[src/rtl/smpte_bar_gen.sv]
// SMPTE colour-bar timing generator: H/V counters, syncs, DE, frame_start and bar colours.
// Define SMPTE_PLUGE_EN to add the reverse-bar and PLUGE bands below the main bars.
module smpte_bar_gen #(
  parameter int H_ACTIVE = 1280,
  parameter int H_FP     = 110,
  parameter int H_SYNC   = 40,
  parameter int H_BP     = 220,
  parameter int V_ACTIVE = 720,
  parameter int V_FP     = 5,
  parameter int V_SYNC   = 5,
  parameter int V_BP     = 20,
  parameter int HS_POL   = 1,
  parameter int VS_POL   = 1,
  parameter int CW       = 12
) (
  input  logic          pixel_clk,
  input  logic          rst_n,
  input  logic          en,
  output logic          hsync,
  output logic          vsync,
  output logic          de,
  output logic          frame_start,
  output logic [7:0]    red,
  output logic [7:0]    green,
  output logic [7:0]    blue,
  output logic [CW-1:0] hcount,
  output logic [CW-1:0] vcount
);

  localparam int H_TOTAL = H_ACTIVE + H_FP + H_SYNC + H_BP;
  localparam int V_TOTAL = V_ACTIVE + V_FP + V_SYNC + V_BP;
  localparam int BW      = H_ACTIVE / 7;

  localparam logic [CW-1:0] H_LAST   = CW'(H_TOTAL - 1);
  localparam logic [CW-1:0] V_LAST   = CW'(V_TOTAL - 1);
  localparam logic [CW-1:0] H_ACT_C  = CW'(H_ACTIVE);
  localparam logic [CW-1:0] V_ACT_C  = CW'(V_ACTIVE);
  localparam logic [CW-1:0] HS_START = CW'(H_ACTIVE + H_FP);
  localparam logic [CW-1:0] HS_END   = CW'(H_ACTIVE + H_FP + H_SYNC);
  localparam logic [CW-1:0] VS_START = CW'(V_ACTIVE + V_FP);
  localparam logic [CW-1:0] VS_END   = CW'(V_ACTIVE + V_FP + V_SYNC);
  localparam logic [CW-1:0] BW_LAST  = CW'(BW - 1);
  localparam logic          HS_ACT   = (HS_POL != 0);
  localparam logic          VS_ACT   = (VS_POL != 0);

  if (H_TOTAL > (2 ** CW) || V_TOTAL > (2 ** CW)) begin : g_cw_check
    $error("smpte_bar_gen: H_TOTAL or V_TOTAL does not fit in CW bits");
  end
  if (H_ACTIVE < 7) begin : g_bw_check
    $error("smpte_bar_gen: H_ACTIVE must hold at least seven bars");
  end

  typedef struct packed {
    logic [7:0] r;
    logic [7:0] g;
    logic [7:0] b;
  } rgb_t;

  function automatic rgb_t main_bar(input logic [2:0] bar);
    case (bar)
      3'd0:    return '{8'd191, 8'd191, 8'd191};
      3'd1:    return '{8'd191, 8'd191, 8'd0};
      3'd2:    return '{8'd0,   8'd191, 8'd191};
      3'd3:    return '{8'd0,   8'd191, 8'd0};
      3'd4:    return '{8'd191, 8'd0,   8'd191};
      3'd5:    return '{8'd191, 8'd0,   8'd0};
      default: return '{8'd0,   8'd0,   8'd191};
    endcase
  endfunction

`ifdef SMPTE_PLUGE_EN
  localparam logic [CW-1:0] Y2_C = CW'((V_ACTIVE * 2) / 3);
  localparam logic [CW-1:0] Y3_C = CW'((V_ACTIVE * 3) / 4);

  function automatic rgb_t rev_bar(input logic [2:0] bar);
    case (bar)
      3'd0:    return '{8'd0,   8'd0,   8'd191};
      3'd2:    return '{8'd191, 8'd0,   8'd191};
      3'd4:    return '{8'd0,   8'd191, 8'd191};
      3'd6:    return '{8'd191, 8'd191, 8'd191};
      default: return '{8'd0,   8'd0,   8'd0};
    endcase
  endfunction

  function automatic rgb_t pluge_bar(input logic [2:0] bar);
    case (bar)
      3'd0:    return '{8'd0,   8'd33,  8'd76};
      3'd1:    return '{8'd255, 8'd255, 8'd255};
      3'd2:    return '{8'd50,  8'd0,   8'd106};
      3'd5:    return '{8'd10,  8'd10,  8'd10};
      default: return '{8'd0,   8'd0,   8'd0};
    endcase
  endfunction
`endif

  // Reset asserts immediately but releases only after two clean clock edges.
  logic [1:0] rst_sync_q;
  logic       rst_int_n;

  always_ff @(posedge pixel_clk or negedge rst_n) begin
    // NOTE: sequential state always uses non-blocking (<=) so every flop samples pre-edge values.
    if (!rst_n) rst_sync_q <= 2'b00;
    else        rst_sync_q <= {rst_sync_q[0], 1'b1};
  end
  assign rst_int_n = rst_sync_q[1];

  // Counter stage: h/v position plus an incremental column/bar tracker (no divider).
  logic [CW-1:0] h_q, h_d, v_q, v_d, col_q, col_d;
  logic [2:0]    bar_q, bar_d;

  always_comb begin
    // NOTE: every always_comb output gets a default first, otherwise a latch is inferred.
    h_d   = h_q;
    v_d   = v_q;
    col_d = col_q;
    bar_d = bar_q;
    if (en) begin
      if (h_q == H_LAST) begin
        h_d   = '0;
        col_d = '0;
        bar_d = '0;
        v_d   = (v_q == V_LAST) ? '0 : v_q + CW'(1);
      end else begin
        h_d = h_q + CW'(1);
        if (col_q == BW_LAST) begin
          col_d = '0;
          if (bar_q != 3'd6) bar_d = bar_q + 3'd1;
        end else begin
          col_d = col_q + CW'(1);
        end
      end
    end
  end

  // Output stage: everything decoded from the counters and registered together.
  logic de_d, hs_d, vs_d, fs_d;
  rgb_t pix_d;

  always_comb begin
    de_d  = (h_q < H_ACT_C) && (v_q < V_ACT_C);
    hs_d  = ((h_q >= HS_START) && (h_q < HS_END)) ? HS_ACT : ~HS_ACT;
    vs_d  = ((v_q >= VS_START) && (v_q < VS_END)) ? VS_ACT : ~VS_ACT;
    fs_d  = (h_q == '0) && (v_q == '0);
    pix_d = '0;
    if (de_d) begin
`ifdef SMPTE_PLUGE_EN
      if (v_q < Y2_C)      pix_d = main_bar(bar_q);
      else if (v_q < Y3_C) pix_d = rev_bar(bar_q);
      else                 pix_d = pluge_bar(bar_q);
`else
      pix_d = main_bar(bar_q);
`endif
    end
  end

  logic          de_q, hs_q, vs_q, fs_q;
  rgb_t          pix_q;
  logic [CW-1:0] hcount_q, vcount_q;

  always_ff @(posedge pixel_clk or negedge rst_int_n) begin
    if (!rst_int_n) begin
      h_q      <= '0;
      v_q      <= '0;
      col_q    <= '0;
      bar_q    <= '0;
      de_q     <= 1'b0;
      hs_q     <= ~HS_ACT;
      vs_q     <= ~VS_ACT;
      fs_q     <= 1'b0;
      pix_q    <= '0;
      hcount_q <= '0;
      vcount_q <= '0;
    end else begin
      h_q   <= h_d;
      v_q   <= v_d;
      col_q <= col_d;
      bar_q <= bar_d;
      if (en) begin
        de_q     <= de_d;
        hs_q     <= hs_d;
        vs_q     <= vs_d;
        fs_q     <= fs_d;
        pix_q    <= pix_d;
        hcount_q <= h_q;
        vcount_q <= v_q;
      end else begin
        // The pulse must never be seen while timing is frozen.
        fs_q <= 1'b0;
      end
    end
  end

  assign de          = de_q;
  assign hsync       = hs_q;
  assign vsync       = vs_q;
  assign frame_start = fs_q;
  assign red         = pix_q.r;
  assign green       = pix_q.g;
  assign blue        = pix_q.b;
  assign hcount      = hcount_q;
  assign vcount      = vcount_q;

endmodule

[config.mk]
export PLATFORM = sky130hd
export DESIGN_NAME = smpte_bar_gen
export DESIGN_NICKNAME = d
export VERILOG_FILES = /design/src/rtl/smpte_bar_gen.sv
export SDC_FILE = /design/constraint.sdc
export NUM_CORES = 1
export LEC_CHECK = 0
export BUFFER_PORTS_ARGS = -buffer_cell sky130_fd_sc_hd__buf_2
export CAP_MARGIN = 20
export CORE_ASPECT_RATIO = 0.9
export CORE_UTILIZATION = 47
export DETAILED_ROUTE_END_ITERATION = 8
export HOLD_SLACK_MARGIN = 0.02
export PLACE_DENSITY = 0.68
export SYNTH_ARGS = -nofsm -noshare
export SYNTH_HDL_FRONTEND = slang
export SYNTH_SLANG_ARGS = --single-unit
[constraint.sdc]
create_clock -name pixel_clk -period 3.1 [get_ports pixel_clk]
set_clock_uncertainty 0.2 [all_clocks]
set_input_delay 0.62 -clock pixel_clk [delete_from_list [all_inputs] [get_ports pixel_clk]]
set_output_delay 0.62 -clock pixel_clk [all_outputs]
set_load 0.02 [all_outputs]
# Word-level counts from Yosys, hierarchy flattened
# Index checks and enable logic that the tools add are counted.
# Widths: inputs -> output; s select.
[totals]
register_bits = 93
input_bits = 3
output_inout_bits = 52
elab_cells = 56
[op_classes]
n_addsub = 4
magnitude_cmp = 6
eq_ne = 9
muxes = 12
reduce_logical = 11
[op_table]
columns = ["op", "n"]
rows = [
  ["$pmux 24 s6", 1],
  ["$mux 12", 4],
  ["$add 12x1->12 const B", 3],
  ["$logic_not 12->1", 2],
  ["$lt 12x10->1 const B", 2],
  ["$lt 12x11->1 const B", 2],
  ["$mux 24", 1],
  ["$eq 12x10->1 const B", 1],
  ["$eq 12x11->1 const B", 1],
  ["$eq 12x8->1 const B", 1],
  ["$ge 12x10->1 const B", 1],
  ["$ge 12x11->1 const B", 1],
  ["$mux 3", 3],
  ["$eq 3x2->1 const B", 2],
  ["$eq 3x3->1 const B", 2],
  ["$logic_and 1x1->1", 4],
  ["$reduce_bool 2->1", 2],
  ["$add 3x1->3 const B", 1],
  ["$eq 3x1->1 const B", 1],
  ["$logic_not 3->1", 1],
  ["$mux 1", 3],
  ["$ne 3x3->1 const B", 1],
  ["$reduce_and 3->1", 1],
  ["$reduce_and 2->1", 1],
]

# Depth between registers and ports, before layout
[depth]
ltp_word = 4
depth_mapped = 7
ltp_nobuf = 6

# Least setup slack after synthesis
# Ideal clock, no wire load.
[synth_path]
kind = "input port to flip-flop"
startpoint = "input en"
endpoint = "register bar_q[2]"
setup_time_ns = 0.120
t_arrival_ns = 1.677
required_ns = 2.780
path_slack_ns = 1.103
path_stages = 5
path_buffers = 1
cell_sequence = "buf_2 > and2_1 > nand4_1 > or3b_1 > a31o_1"
[synth_between]
elab_chain_cells = 1
[synth_lines]
columns = ["element", "line", "text"]
rows = [
  ["start, declared", "18", "input logic en,"],
  ["$reduce_and 3->1 (no source line)", "-", ""],
  ["end signal, assigned", "177", "bar_q <= bar_d;"],
  ["end, declared", "109", "logic [2:0] bar_q, bar_d;"],
]
# Every way passes these cells.
# A chain may end at the register's enable or synchronous reset.

# Worst setup path after layout
[layout_path]
startpoint = "register v_q[10]"
endpoint = "register v_q[11]"
[layout_between]
elab_chain_cells = 2
elab_cells_between_ends = 3
classes_between = "add/sub: 1; eq/ne: 1; mux: 1"
[layout_lines]
columns = ["element", "line", "text"]
rows = [
  ["start, declared", "108", "logic [CW-1:0] h_q, h_d, v_q, v_d, col_q, col_d;"],
  ["start signal, assigned", "175", "v_q <= v_d;"],
  ["$add 12x1->12 / $eq 12x10->1 (equally long branches)", "122", "v_d = (v_q == V_LAST) ? '0 : v_q + CW'(1);"],
  ["$mux 12 (*)", "122", ""],
]
# Mark *: on every way between the ends. The rest lies on a longest branch, timed or not.

==> results by group <==
Run status
  – Status: completed

Detailed routing
  – Length of the first detailed-routing pass in iterations: 5
  – DRC violation count after routing: 0
  – Initial drt markers: 199
  – Via/cell ratio: 5.630
  – Post-detailed-route wirelength per cell: 14.91 um
  – Remaining number of nets flagged by the antenna check after routing: 0
  – Final wirelength: 7.502 mm
  – Via count: 2,832

Cells and area
  – Leading cell type in the layout, fill and taps excluded: sky130_fd_sc_hd__dfrtp_1
  – Synthesis-to-layout area growth: 8.954%
  – Layout fillers: 703
  – Final layout net count: 419
  – Cell area after layout: 4156 um2
  – Final cell utilization of the core: 54.02%
  – Leading cell types in the layout, fill and taps excluded: sky130_fd_sc_hd__dfrtp_1 (71), sky130_fd_sc_hd__buf_2 (51), sky130_fd_sc_hd__inv_1 (27)
  – Diodes inserted: 0
  – Fraction of final layout cells with drive strength greater than 1: 25.80%

Critical path
  – Reg2reg end: v_q[11]$_DFFE_PN0P_
  – CP max stage cell: sky130_fd_sc_hd__nand4_1
  – Element type at the critical path end: flip-flop
  – Worst Reg-to-Reg Cells: 4
  – Critical Path Max Stage Delay: 0.57 ns
  – Worst R2R Start: v_q[10]$_DFFE_PN0P_
  – Worst Path Max Fanout: 13
  – Worst Path Arrival: 2.31 ns
  – Register-to-register setup slack: 0.82 ns
  – Required time of the critical path: 3.13 ns
  – Startpoint types: flip-flop
  – Startpoint-to-endpoint class of the critical path: flip-flop to flip-flop
  – Sequence of cells on the critical path: nor4_1, nand4_1, nand2_2, o22ai_1

Power
  – Share of total power in combinational logic: 15.7%
  – Overall Power: 2.158 mW
  – Internal power summed over all cells: 1.497 mW
  – Psw: 0.6609 mW
  – Clk network pwr share: 30.0%
  – Maximum vdd ir drop: 0.0002858 V
  – Switching power as a share of total power: 30.62%
  – Fraction of power consumed by sequential logic: 54.3%
  – Static Leak: 1.929 nW
  – Power density cells: 519.2 nW/um2

Floorplanning
  – Count of boundary I/O pins: 55
  – Starting Density: 49.58%
  – Chip height: 87.47 um
  – Die span in x: 96.97 um
  – Overall die area: 8482 um2
  – Number of core rows: 30
  – Area inside the core boundary: 7695 um2

Logic synthesis
  – Cell area after synthesis: 3815 um2
  – Post-Synthesis Cells: 372
  – Avg Synthesized Cell Area: 10.26 um2
  – Cell type with the highest aggregate area in the netlist: sky130_fd_sc_hd__dfrtp_1
  – Cell variety after synth: 50
  – Main area contributors after synthesis: sky130_fd_sc_hd__dfrtp_1 (47%), sky130_fd_sc_hd__mux2_2 (7.7%), sky130_fd_sc_hd__ha_1 (4.6%)
  – Post-synth ARST share: 100.0%
  – Top-area cell type share of the netlist area: 47.23%
  – Post-synth EDFFs: 0
  – Number of register bits inferred by synthesis: 72
  – Yosys warning total: 0
  – Dominant register cell in the synthesized netlist: sky130_fd_sc_hd__dfrtp_1
  – Part of the Yosys area used for sequential elements: 47.23%

Place
  – Detailed Place HPWL: 5.241 mm
  – PortBufs: 51
  – Final weighted congestion in routability-driven placement: 0.8048
  – Placement-stage cell area: 3981 um2

Timing
  – Number of failing setup endpoints in the final timing report: 0
  – Portion of the clock cycle consumed by the worst path in the final layout: 73.57%
  – Setup repair after global routing missed its margin: false
  – Worst slew margin relative to its limit: 60.25%
  – F_max: 438.4 MHz
  – Final Critical Period: 2.281 ns
  – Count of final hold-check violations: 0
  – Pin slew with the least headroom to its limit: 0.5944 ns
  – Max Slew Vio Count: 0
  – Aggregate negative setup slack: 0 ns

Clock network
  – Buffer depth of the longest clock path: 2
  – Post_cts resized: 0
  – Total clock buffers created by CTS: 9
  – Latest clock arrival within the worst-skew pair: 0.35 ns
  – Root Buffer Master: sky130_fd_sc_hd__clkbuf_8
  – CTS clk-pin slew, worst paths: 0.07 ns
  – CTS HTree Levels: 3
  – Number of clock sinks seen by CTS: 72
  – CTS tree: done

Global route
  – Via count of the first global-routing pass: 2,625
  – All-layer global routing usage: 19.32%
  – Congestion Overflow GR: 0
  – Antenna violations before repair: 0
  – Pin count of the biggest net entering global routing: 46
  – Wire length of the first global-routing pass: 12.82 mm

Worst hold path
  – Class of the worst hold path: flip-flop to asynchronous set/reset pin

Run
  – Max_cap viols: 0
## metrics by stage
step                hold slack, ns  instances  setup slack [ns]
finish                     0.06548        503            0.8192
global route                0.1047        503            0.6341
CTS                        0.08028        503            0.8128
detailed placement         0.07542        486            0.5986
global placement           0.06362        486            0.6654
floorplan                   0.1244        374            0.7465
## cells by family (layout without fill, tap and decap cells)
family | count (synthesis) | after routing | share of synthesized area (%)
DFF | 72 | 72 | 47.23
adders and majority gates | 14 | 14 | 4.592
other | 2 | 4 | 0.1969
buffers and inverters | 66 | 99 | 9.151
xor gates and xnor gates | 14 | 14 | 3.214
AOI/OAI and AO/OA | 50 | 50 | 8.101
and+or+nand+nor | 125 | 125 | 19.06
muxes | 29 | 29 | 8.462
## layer usage
metal	global-route usage, %	vias to the layer above	part of all wire [%]
met5	0	-	0
met4	7.463	0	1.7
met3	4.655	15	6.5
met2	28.94	108	45
met1	27.21	1358	47
li1	-	1351	-
## Yosys cell counts (2+ instances only)
master / instances
sky130_fd_sc_hd__ha_1: 14
sky130_fd_sc_hd__xnor2_1: 8
sky130_fd_sc_hd__clkbuf_1: 2
sky130_fd_sc_hd__and4_1: 3
sky130_fd_sc_hd__nor4_1: 5
sky130_fd_sc_hd__o21ai_0: 10
sky130_fd_sc_hd__and2_1: 6
sky130_fd_sc_hd__a211oi_1: 2
sky130_fd_sc_hd__nand3_1: 10
sky130_fd_sc_hd__a31oi_1: 3
sky130_fd_sc_hd__xor2_1: 6
sky130_fd_sc_hd__nor4b_2: 2
sky130_fd_sc_hd__conb_1: 2
sky130_fd_sc_hd__a21oi_1: 13
sky130_fd_sc_hd__buf_4: 21
sky130_fd_sc_hd__dfrtp_1: 72
sky130_fd_sc_hd__or3b_1: 2
sky130_fd_sc_hd__or3_1: 8
sky130_fd_sc_hd__nor2_1: 20
sky130_fd_sc_hd__buf_1: 3
sky130_fd_sc_hd__inv_1: 27
sky130_fd_sc_hd__nor3_1: 12
sky130_fd_sc_hd__mux2i_1: 3
sky130_fd_sc_hd__a22o_1: 3
sky130_fd_sc_hd__nand2_1: 16
sky130_fd_sc_hd__nand2b_1: 7
sky130_fd_sc_hd__o22ai_1: 11
sky130_fd_sc_hd__mux2_2: 26
sky130_fd_sc_hd__and3_1: 5
sky130_fd_sc_hd__nand3b_1: 2
sky130_fd_sc_hd__nand4_1: 16
sky130_fd_sc_hd__or2_2: 3
sky130_fd_sc_hd__buf_2: 12
## what timing repair did
| action | CTS | global route |
|---|---|---|
| hold buffers | 1 | 0 |
| setup buffers | 0 | 0 |
| hold endpoints to repair | 2 | 0 |
## worst max path at each step
stage,from,end,slack (ns)
floorplan,rst_sync_q[1]$_DFF_PN0_,bar_q[0]$_DFFE_PN0P_,0.75
global placement,en,v_q[10]$_DFFE_PN0P_,0.67
detailed placement,en,v_q[10]$_DFFE_PN0P_,0.60
CTS,v_q[10]$_DFFE_PN0P_,v_q[9]$_DFFE_PN0P_,0.81
global route,v_q[10]$_DFFE_PN0P_,v_q[9]$_DFFE_PN0P_,0.63
finish,v_q[10]$_DFFE_PN0P_,v_q[11]$_DFFE_PN0P_,0.82
## layout make-up
cell class | count | area (um2) | share of cell area (%)
repair buffers | 56 | 295.3 | 7.104
clock buffers | 12 | 145.1 | 3.492
inverters | 27 | 101.3 | 2.438
clock inverters | 4 | 20.02 | 0.4816
multi-input cells | 236 | 1672 | 40.22
well taps | 96 | 120.1 | 2.890
flip-flops and latches | 72 | 1803 | 43.38
## worst max-delay path: cells and delay by family, from the launching register on
family	cells	cell delay (ns)
compound gates	1	0.11
flops	1	0.46
simple gates	3	1.38
## power by group through the flow
stage	registers (mW)	clock network, mW	logic [mW]
after floorplan	1.17	0	0.269
after global placement	1.19	0	0.336
after detailed placement	1.19	0	0.343
after CTS	1.17	0.666	0.346
after global routing	1.19	0.704	0.387
final	1.17	0.647	0.338
## sequential cells by signal (all words and copies together) (netlist names), 2 cells and up
register / count
vcount: 12
col_q: 12
bar_q: 3
hcount: 12
h_q: 12
v_q: 12
rst_sync_q: 2
No activity file was read; power rests on OpenSTA's default activity.
